**src/rtl/multi_road_traffic_controller_pkg.sv**
```systemverilog
// Shared definitions for the N-road traffic-light sequencer.
//   phase_t : 2-bit phase code presented on the phase output
//             (00 all roads red, 01 active road green, 10 active road yellow).
package multi_road_traffic_controller_pkg;

    typedef enum logic [1:0] {
        PH_ALL_RED = 2'b00,
        PH_GREEN   = 2'b01,
        PH_YELLOW  = 2'b10
    } phase_t;

endpackage

```
**src/rtl/multi_road_traffic_controller_if.sv**
```systemverilog
// Signal bundle between the traffic system top (master) and the sequencer (slave).
//   ped_req, emergency          : requests into the sequencer
//   red, yellow, green          : per-road lamps
//   active_road, phase          : road owning (or next to own) green, current phase code
//   time_remaining, ped_pending : phase timer value, latched pedestrian flags
interface multi_road_traffic_controller_if #(
    parameter int N_ROADS = 3,
    parameter int CNT_W   = 7
);
    import multi_road_traffic_controller_pkg::*;

    localparam int RW = $clog2(N_ROADS);

    logic [N_ROADS-1:0] ped_req;
    logic               emergency;
    logic [N_ROADS-1:0] red;
    logic [N_ROADS-1:0] yellow;
    logic [N_ROADS-1:0] green;
    logic [RW-1:0]      active_road;
    phase_t             phase;
    logic [CNT_W-1:0]   time_remaining;
    logic [N_ROADS-1:0] ped_pending;

    modport master (
        output ped_req, emergency,
        input  red, yellow, green, active_road, phase, time_remaining, ped_pending
    );

    modport slave (
        input  ped_req, emergency,
        output red, yellow, green, active_road, phase, time_remaining, ped_pending
    );

endinterface

```
**src/rtl/multi_road_traffic_controller_phase_timer.sv**
```systemverilog
// Phase down-counter with terminal-count flag.
//   load/load_val : reload with (duration - 1) on phase entry
//   hold          : freeze the count
//   value         : current count, saturates at 0
//   zero          : count has reached 0 (last cycle of the phase)
module multi_road_traffic_controller_phase_timer #(
    parameter int               CNT_W   = 7,
    parameter logic [CNT_W-1:0] RST_VAL = '0
) (
    input  logic             clk,
    input  logic             rst_n,
    input  logic             load,
    input  logic [CNT_W-1:0] load_val,
    input  logic             hold,
    output logic [CNT_W-1:0] value,
    output logic             zero
);

    always_ff @(posedge clk or negedge rst_n) begin
        if (!rst_n) begin
            value <= RST_VAL;
        end else if (load) begin
            value <= load_val;
        end else if (!hold && value != '0) begin
            value <= value - 1'b1;
        end
    end

    assign zero = (value == '0);

endmodule

```
**src/rtl/multi_road_traffic_controller.sv**
```systemverilog
// Round-robin N-road traffic-light sequencer: GREEN -> YELLOW -> ALL_RED -> next road.
// Pedestrian requests are latched per road and may cut the active road's green
// once it has run MIN_GREEN cycles; emergency forces everything to red.
//   clk, rst_n : 1 Hz system clock, async active-low reset
//   bus        : slave side of multi_road_traffic_controller_if
//
// State table:
//   state      | meaning
//   PH_ALL_RED | every road red; clearance, or parked while emergency is high
//   PH_GREEN   | active_road green, all others red
//   PH_YELLOW  | active_road yellow, all others red; never truncated
module multi_road_traffic_controller
    import multi_road_traffic_controller_pkg::*;
#(
    parameter int N_ROADS     = 3,
    parameter int CNT_W       = 7,
    parameter int GREEN_TIME  = 120,
    parameter int YELLOW_TIME = 30,
    parameter int ALLRED_TIME = 3,
    parameter int MIN_GREEN   = 10
) (
    input logic clk,
    input logic rst_n,
    multi_road_traffic_controller_if.slave bus
);

    localparam int               RW          = $clog2(N_ROADS);
    localparam logic [CNT_W-1:0] GREEN_LOAD  = CNT_W'(GREEN_TIME - 1);
    localparam logic [CNT_W-1:0] YELLOW_LOAD = CNT_W'(YELLOW_TIME - 1);
    localparam logic [CNT_W-1:0] ALLRED_LOAD = CNT_W'(ALLRED_TIME - 1);
    // Timer value at or below which green has already run MIN_GREEN cycles.
    localparam logic [CNT_W-1:0] EARLY_LIMIT = CNT_W'(GREEN_TIME - MIN_GREEN);
    localparam logic [RW-1:0]    LAST_ROAD   = RW'(N_ROADS - 1);

    phase_t             state;
    phase_t             state_nxt;
    logic [RW-1:0]      road;
    logic [N_ROADS-1:0] pending;
    logic [N_ROADS-1:0] clr_mask;

    logic               t_load;
    logic               t_hold;
    logic               t_zero;
    logic [CNT_W-1:0]   t_load_val;
    logic [CNT_W-1:0]   t_value;

    logic               road_adv;
    logic               ped_clr;
    logic               early;

    logic [N_ROADS-1:0] red_c;
    logic [N_ROADS-1:0] yellow_c;
    logic [N_ROADS-1:0] green_c;

    multi_road_traffic_controller_phase_timer #(
        .CNT_W   (CNT_W),
        .RST_VAL (ALLRED_LOAD)
    ) u_phase_timer (
        .clk      (clk),
        .rst_n    (rst_n),
        .load     (t_load),
        .load_val (t_load_val),
        .hold     (t_hold),
        .value    (t_value),
        .zero     (t_zero)
    );

    assign early    = pending[road] && (t_value <= EARLY_LIMIT);
    // Parks the timer explicitly while all-red is extended by an emergency.
    assign t_hold   = (state == PH_ALL_RED) && bus.emergency && t_zero;
    assign clr_mask = ped_clr ? (N_ROADS'(1) << road) : '0;

    always_comb begin
        state_nxt  = state;
        t_load     = 1'b0;
        t_load_val = '0;
        road_adv   = 1'b0;
        ped_clr    = 1'b0;
        case (state)
            PH_ALL_RED: begin
                if (t_zero && !bus.emergency) begin
                    state_nxt  = PH_GREEN;
                    t_load     = 1'b1;
                    t_load_val = GREEN_LOAD;
                end
            end
            PH_GREEN: begin
                if (bus.emergency || t_zero || early) begin
                    state_nxt  = PH_YELLOW;
                    t_load     = 1'b1;
                    t_load_val = YELLOW_LOAD;
                    ped_clr    = 1'b1;
                end
            end
            PH_YELLOW: begin
                if (t_zero) begin
                    state_nxt  = PH_ALL_RED;
                    t_load     = 1'b1;
                    t_load_val = ALLRED_LOAD;
                    road_adv   = 1'b1;
                end
            end
            default: begin
                state_nxt  = PH_ALL_RED;
                t_load     = 1'b1;
                t_load_val = ALLRED_LOAD;
            end
        endcase
    end

    always_ff @(posedge clk or negedge rst_n) begin
        if (!rst_n) begin
            state   <= PH_ALL_RED;
            road    <= '0;
            pending <= '0;
        end else begin
            state <= state_nxt;
            if (road_adv) begin
                road <= (road == LAST_ROAD) ? '0 : road + 1'b1;
            end
            // New requests are OR-ed in after the clear so a same-cycle set wins.
            pending <= (pending & ~clr_mask) | bus.ped_req;
        end
    end

    always_comb begin
        red_c    = '1;
        yellow_c = '0;
        green_c  = '0;
        if (state == PH_GREEN) begin
            red_c[road]   = 1'b0;
            green_c[road] = 1'b1;
        end else if (state == PH_YELLOW) begin
            red_c[road]    = 1'b0;
            yellow_c[road] = 1'b1;
        end
    end

    assign bus.red            = red_c;
    assign bus.yellow         = yellow_c;
    assign bus.green          = green_c;
    assign bus.active_road    = road;
    assign bus.phase          = state;
    assign bus.time_remaining = t_value;
    assign bus.ped_pending    = pending;

endmodule

```
**src/flat_wrapper.sv**
```systemverilog
// flat-port wrapper written by rule: the top's interface ports become plain ports
module multi_road_traffic_controller_flat import multi_road_traffic_controller_pkg::*;
#(
    parameter int N_ROADS     = 3,
    parameter int CNT_W       = 7,
    parameter int GREEN_TIME  = 120,
    parameter int YELLOW_TIME = 30,
    parameter int ALLRED_TIME = 3,
    parameter int MIN_GREEN   = 10
)
  (clk, rst_n, bus_ped_req, bus_emergency, bus_red, bus_yellow, bus_green, bus_active_road, bus_phase, bus_time_remaining, bus_ped_pending);
  multi_road_traffic_controller_if #(.N_ROADS(N_ROADS), .CNT_W(CNT_W)) bus_i ();
  input logic clk;
  input logic rst_n;
  input wire logic [$bits(bus_i.ped_req)-1:0] bus_ped_req;
  input wire logic [$bits(bus_i.emergency)-1:0] bus_emergency;
  output wire logic [$bits(bus_i.red)-1:0] bus_red;
  output wire logic [$bits(bus_i.yellow)-1:0] bus_yellow;
  output wire logic [$bits(bus_i.green)-1:0] bus_green;
  output wire logic [$bits(bus_i.active_road)-1:0] bus_active_road;
  output wire logic [$bits(bus_i.phase)-1:0] bus_phase;
  output wire logic [$bits(bus_i.time_remaining)-1:0] bus_time_remaining;
  output wire logic [$bits(bus_i.ped_pending)-1:0] bus_ped_pending;
  assign bus_i.ped_req = bus_ped_req;
  assign bus_i.emergency = bus_emergency;
  assign bus_red = bus_i.red;
  assign bus_yellow = bus_i.yellow;
  assign bus_green = bus_i.green;
  assign bus_active_road = bus_i.active_road;
  assign bus_phase = bus_i.phase;
  assign bus_time_remaining = bus_i.time_remaining;
  assign bus_ped_pending = bus_i.ped_pending;
  multi_road_traffic_controller #(.N_ROADS(N_ROADS), .CNT_W(CNT_W), .GREEN_TIME(GREEN_TIME), .YELLOW_TIME(YELLOW_TIME), .ALLRED_TIME(ALLRED_TIME), .MIN_GREEN(MIN_GREEN)) u_core (.clk(clk), .rst_n(rst_n), .bus(bus_i));
endmodule
```
**config.mk**
```make
export PLATFORM = sky130hd
export DESIGN_NAME = multi_road_traffic_controller_flat
export DESIGN_NICKNAME = d
export VERILOG_FILES = /design/src/rtl/multi_road_traffic_controller_pkg.sv /design/src/rtl/multi_road_traffic_controller_if.sv /design/src/rtl/multi_road_traffic_controller_phase_timer.sv /design/src/rtl/multi_road_traffic_controller.sv /design/src/flat_wrapper.sv
export SDC_FILE = /design/constraint.sdc
export NUM_CORES = 1
export LEC_CHECK = 0
export BUFFER_PORTS_ARGS = -buffer_cell sky130_fd_sc_hd__buf_4
export CORE_UTILIZATION = 40
export DETAILED_ROUTE_END_ITERATION = 10
export GPL_TIMING_DRIVEN = 0
export MAX_ROUTING_LAYER = met4
export PLACE_DENSITY = 0.68
export SLEW_MARGIN = 30
export SYNTH_ARGS = -nofsm -noshare
export SYNTH_HDL_FRONTEND = slang
export SYNTH_SLANG_ARGS = --single-unit
```
**constraint.sdc**
```tcl
create_clock -name clk -period 1.55 [get_ports clk]
set_input_delay 0.155 -clock clk [delete_from_list [all_inputs] [get_ports clk]]
set_output_delay 0.155 -clock clk [all_outputs]
set_load 0.02 [all_outputs]
```
==> load_flow_metrics.sql <==
INSERT INTO impl_metrics (metric_group, metric, value, unit) VALUES
('timing', 'setup_viol', '15', ''),
('global_routing', 'grt_antenna_before_repair', '0', ''),
('drt', 'wl', '3.446', 'mm'),
('pwr', 'cellPowerDensity', '1584', 'mW/mm²'),
('timing', 'min_period_over_period', '1.127', ''),
('timing', 'skew', '0.009843', 'ns'),
('timing', 'achievable-frequency', '0.5726', 'GHz'),
('cells_and_area', 'final_core_utilization', '0.7306', ''),
('placed_design', 'port_buffers', '27', ''),
('placed_design', 'detailed_place.area', '0.001292', 'mm²'),
('setup_path', 'crit_arrival', '1.94', 'ns'),
('logic_synthesis', 'synthXorXnorAreaFrac', '0.02635', ''),
('clock_network', 'clkSinkCount', '14', ''),
('timing', 'tightest_slew', '0.5021', 'ns'),
('pwr', 'clkPwrFrac', '0.107', ''),
('logic_synthesis', 'leading_cell_types_by_total_area_after_synthesis', 'sky130_fd_sc_hd__dfrtp_1, sky130_fd_sc_hd__a21oi_1, sky130_fd_sc_hd__nor2_1', ''),
('clock_network', 'htree_levels', '1', ''),
('placed_design', 'globalplace.congestion', '0.9121', ''),
('pwr', 'peakVddDrop', '1.164', 'mV'),
('status', 'violations', 'setup timing', ''),
('timing', 'fin_ws', '-0.1963', 'ns'),
('setup_path', 'worst-path-buf-inv', '2', ''),
('logic_synthesis', 'syn-cell-area', '997.2', 'µm²'),
('setup_path', 'maximum_fanout_count_along_the_critical_path', '4', ''),
('cells_and_area', 'final_nets', '175', ''),
('timing', 'timing.max_slew.rel_slack', '0.6653', ''),
('floorplanning', 'design.core.area', '0.002276', 'mm²'),
('timing', 'post_route_setup_tns', '-1.457', 'ns'),
('cells_and_area', 'layout-area-overhead-vs-synth', '66.75', '%'),
('setup_path', 'timing.critical_path.cells', 'inv_2 > ha_4 > nor3b_4 > buf_6 > a21o_1 > o21ai_0 > a211o_1', ''),
('logic_synthesis', 'postSynthCellCount', '113', ''),
('pwr', 'cellLeakagePower', '0.7346', 'nW'),
('setup_path', 'worstSetupStartpointType', 'flip-flop', ''),
('floorplanning', 'start_util', '0.4382', ''),
('pwr', 'sequentialPowerShare', '0.260', ''),
('pwr', 'report.power.total', '0.002634', 'W'),
('cells_and_area', 'share_of_post_route_cells_with_drive_strength_above_1', '0.5783', ''),
('timing', 'post-route-min-period', '1.746', 'ns'),
('timing', 'final-hold-violation-count', '0', ''),
('drt', 'drt-vias-per-instance', '5.918', ''),
('setup_path', 'worst_setup_path_end_kind', 'flip-flop', ''),
('setup_path', 'worst-endpoint-required', '1.74', 'ns'),
('floorplanning', 'design.die.area', '0.002697', 'mm²'),
('floorplanning', 'die_h', '51.93', 'µm'),
('clock_network', 'clkLatencyLatePin', '0.31', 'ns'),
('global_routing', 'gr_overflow_total', '0', ''),
('logic_synthesis', 'synth_seq_area_share', '0.3526', ''),
('timing', 'rsz0062_at_grt', 'yes', ''),
('global_routing', 'grt_first_pass_wirelength', '4.774', 'mm'),
('drt', 'antenna_left', '0', ''),
('clock_network', 'cts_inserted_buffers', '3', ''),
('drt', 'post-route-drc-count', '0', ''),
('pwr', 'combPwrFrac', '0.632', ''),
('placed_design', 'post-dp-hpwl', '1.907', 'mm'),
('setup_path', 'worst_path_max_delay_cell', 'sky130_fd_sc_hd__dfrtp_2', ''),
('logic_synthesis', 'synth_simple_gate_area_share', '0.2685', ''),
('drt', 'drt_first_iter_violations', '54', ''),
('flow_run', 'cap_viol_max_count', '0', ''),
('logic_synthesis', 'area_fraction_in_compound_gates_after_synthesis', '0.2560', ''),
('logic_synthesis', 'ys_ff_latch', '14', ''),
('status', 'run_status', 'finished, violations left', ''),
('hold_path', 'hold_path_class', 'in2reg', ''),
('global_routing', 'grt_max_degree', '15', ''),
('logic_synthesis', 'async_set_or_reset_flop_fraction_in_the_synthesized_netlist', '1.000', ''),
('clock_network', 'clock_path_buffers', '2', ''),
('setup_path', 'timing.critical_path.slowest_cell_delay', '0.42', 'ns'),
('floorplanning', 'site_row_count', '17', ''),
('floorplanning', 'floorplan.die.width', '51.93', 'µm'),
('global_routing', 'grt.total_usage', '0.2547', ''),
('setup_path', 'path_delay_family', 'compound AO/OA/AOI/OAI gates', ''),
('logic_synthesis', 'netlist.area_leader.share', '0.3262', '');
==> worst paths after layout <==
path / start / end / slack, ns / depth (start not counted)
min reg2reg: u_core.bus.ped_pending[0]$_DFF_PN0_ / u_core.bus.ped_pending[0]$_DFF_PN0_ / 0.60 / 1
max: u_core.u_phase_timer.value[0]$_DFFE_PN0P_ / u_core.u_phase_timer.value[2]$_DFFE_PN0P_ / -0.20 / 7
max reg2reg: u_core.u_phase_timer.value[0]$_DFFE_PN0P_ / u_core.u_phase_timer.value[2]$_DFFE_PN0P_ / -0.20 / 7
min in group asynchronous: rst_n / u_core.bus.active_road[1]$_DFFE_PN0P_ / 0.22 / 2
max in group asynchronous: rst_n / u_core.u_phase_timer.value[1]$_DFFE_PN1P_ / 1.08 / 2
min: bus_ped_req[0] / u_core.bus.ped_pending[0]$_DFF_PN0_ / 0.05 / 2
==> through the flow <==
| stage | setup slack (ns) | instances | hold WS [ns] |
|---|---|---|---|
| after floorplan | -0.1773 | 113 | -0.1406 |
| after global placement | -0.3707 | 168 | 0.01428 |
| after detailed placement | -0.3669 | 168 | 0.01553 |
| after CTS | -0.1230 | 183 | 0.05801 |
| after global routing | -0.2487 | 194 | 0.05810 |
| final | -0.1963 | 194 | 0.04877 |
==> placed cells by master (no fill, tap or decap), drive strengths merged, types with 4 or more instances in the layout <==
cell type  synthesis  layout
o21ai              6       6
clkbuf             3       6
nor2              11      11
buf                2      51
a21oi             10      10
nor2b              6       6
nand2              7       7
inv                4       4
dfrtp             13      13
==> per-layer routing <==
| metal | part of all wire | GRT usage | up-vias |
|---|---|---|---|
| met5 | 0 | - | - |
| met4 | 0.032 | 0.1216 | 0 |
| met3 | 0.075 | 0.05556 | 13 |
| met2 | 0.48 | 0.3568 | 65 |
| met1 | 0.41 | 0.3448 | 548 |
| li1 | - | - | 522 |
==> flip-flops by register name (all words and copies together) (netlist names) <==
name and cells:
u_core.bus.phase 2, u_core.u_phase_timer.value 7, u_core.bus.active_road 2, u_core.bus.ped_pending 3
==> timing repair <==
action | CTS | global route
resized for setup | 20 | 22
endpoints found under the hold margin | 14 | 0
pin swaps | 11 | 10
hold buffers | 1 | 0
buffers inserted | 10 | 11
endpoints found under the setup margin | 23 | 22
==> area by class of cell <==
cell class	instances	area [µm²]	area share
Tap cell	28	35.03	0.02107
Clock buffer	4	36.28	0.02182
Timing Repair Buffer	49	381.6	0.2295
Inverter	4	15.01	0.009029
Sequential cell	14	354.1	0.2129
Buffer	5	37.54	0.02257
Multi-Input combinational cell	90	803.3	0.4831
==> power by group through the flow <==
stage / logic, W / registers [W] / clock network (W)
final: 0.00167 / 0.000685 / 0.000283
after global routing: 0.00178 / 0.000708 / 0.000304
after CTS: 0.00141 / 0.000668 / 0.000278
after detailed placement: 0.00120 / 0.000669 / 0
after global placement: 0.00119 / 0.000661 / 0
after floorplan: 0.000716 / 0.000767 / 0
==> cells by family after synthesis <==
family                     after synthesis
and+or+nand+nor                         45
AOI/OAI and AO/OA                       37
DFF                                     14
buffers and inverters                    9
xor gates and xnor gates                 3
muxes                                    3
adders and majority gates                2
==> synth_stat cells (3+ instances only) <==
master	n
sky130_fd_sc_hd__a21oi_1	9
sky130_fd_sc_hd__xnor2_1	3
sky130_fd_sc_hd__nor2_1	11
sky130_fd_sc_hd__a311o_1	3
sky130_fd_sc_hd__clkbuf_1	3
sky130_fd_sc_hd__o21ai_0	5
sky130_fd_sc_hd__nand2_1	6
sky130_fd_sc_hd__nor2b_1	6
sky130_fd_sc_hd__nor3_1	3
sky130_fd_sc_hd__a211oi_1	3
sky130_fd_sc_hd__inv_1	4
sky130_fd_sc_hd__dfrtp_1	13
sky130_fd_sc_hd__nand2b_1	3
No activity file was read; power rests on OpenSTA's default activity.
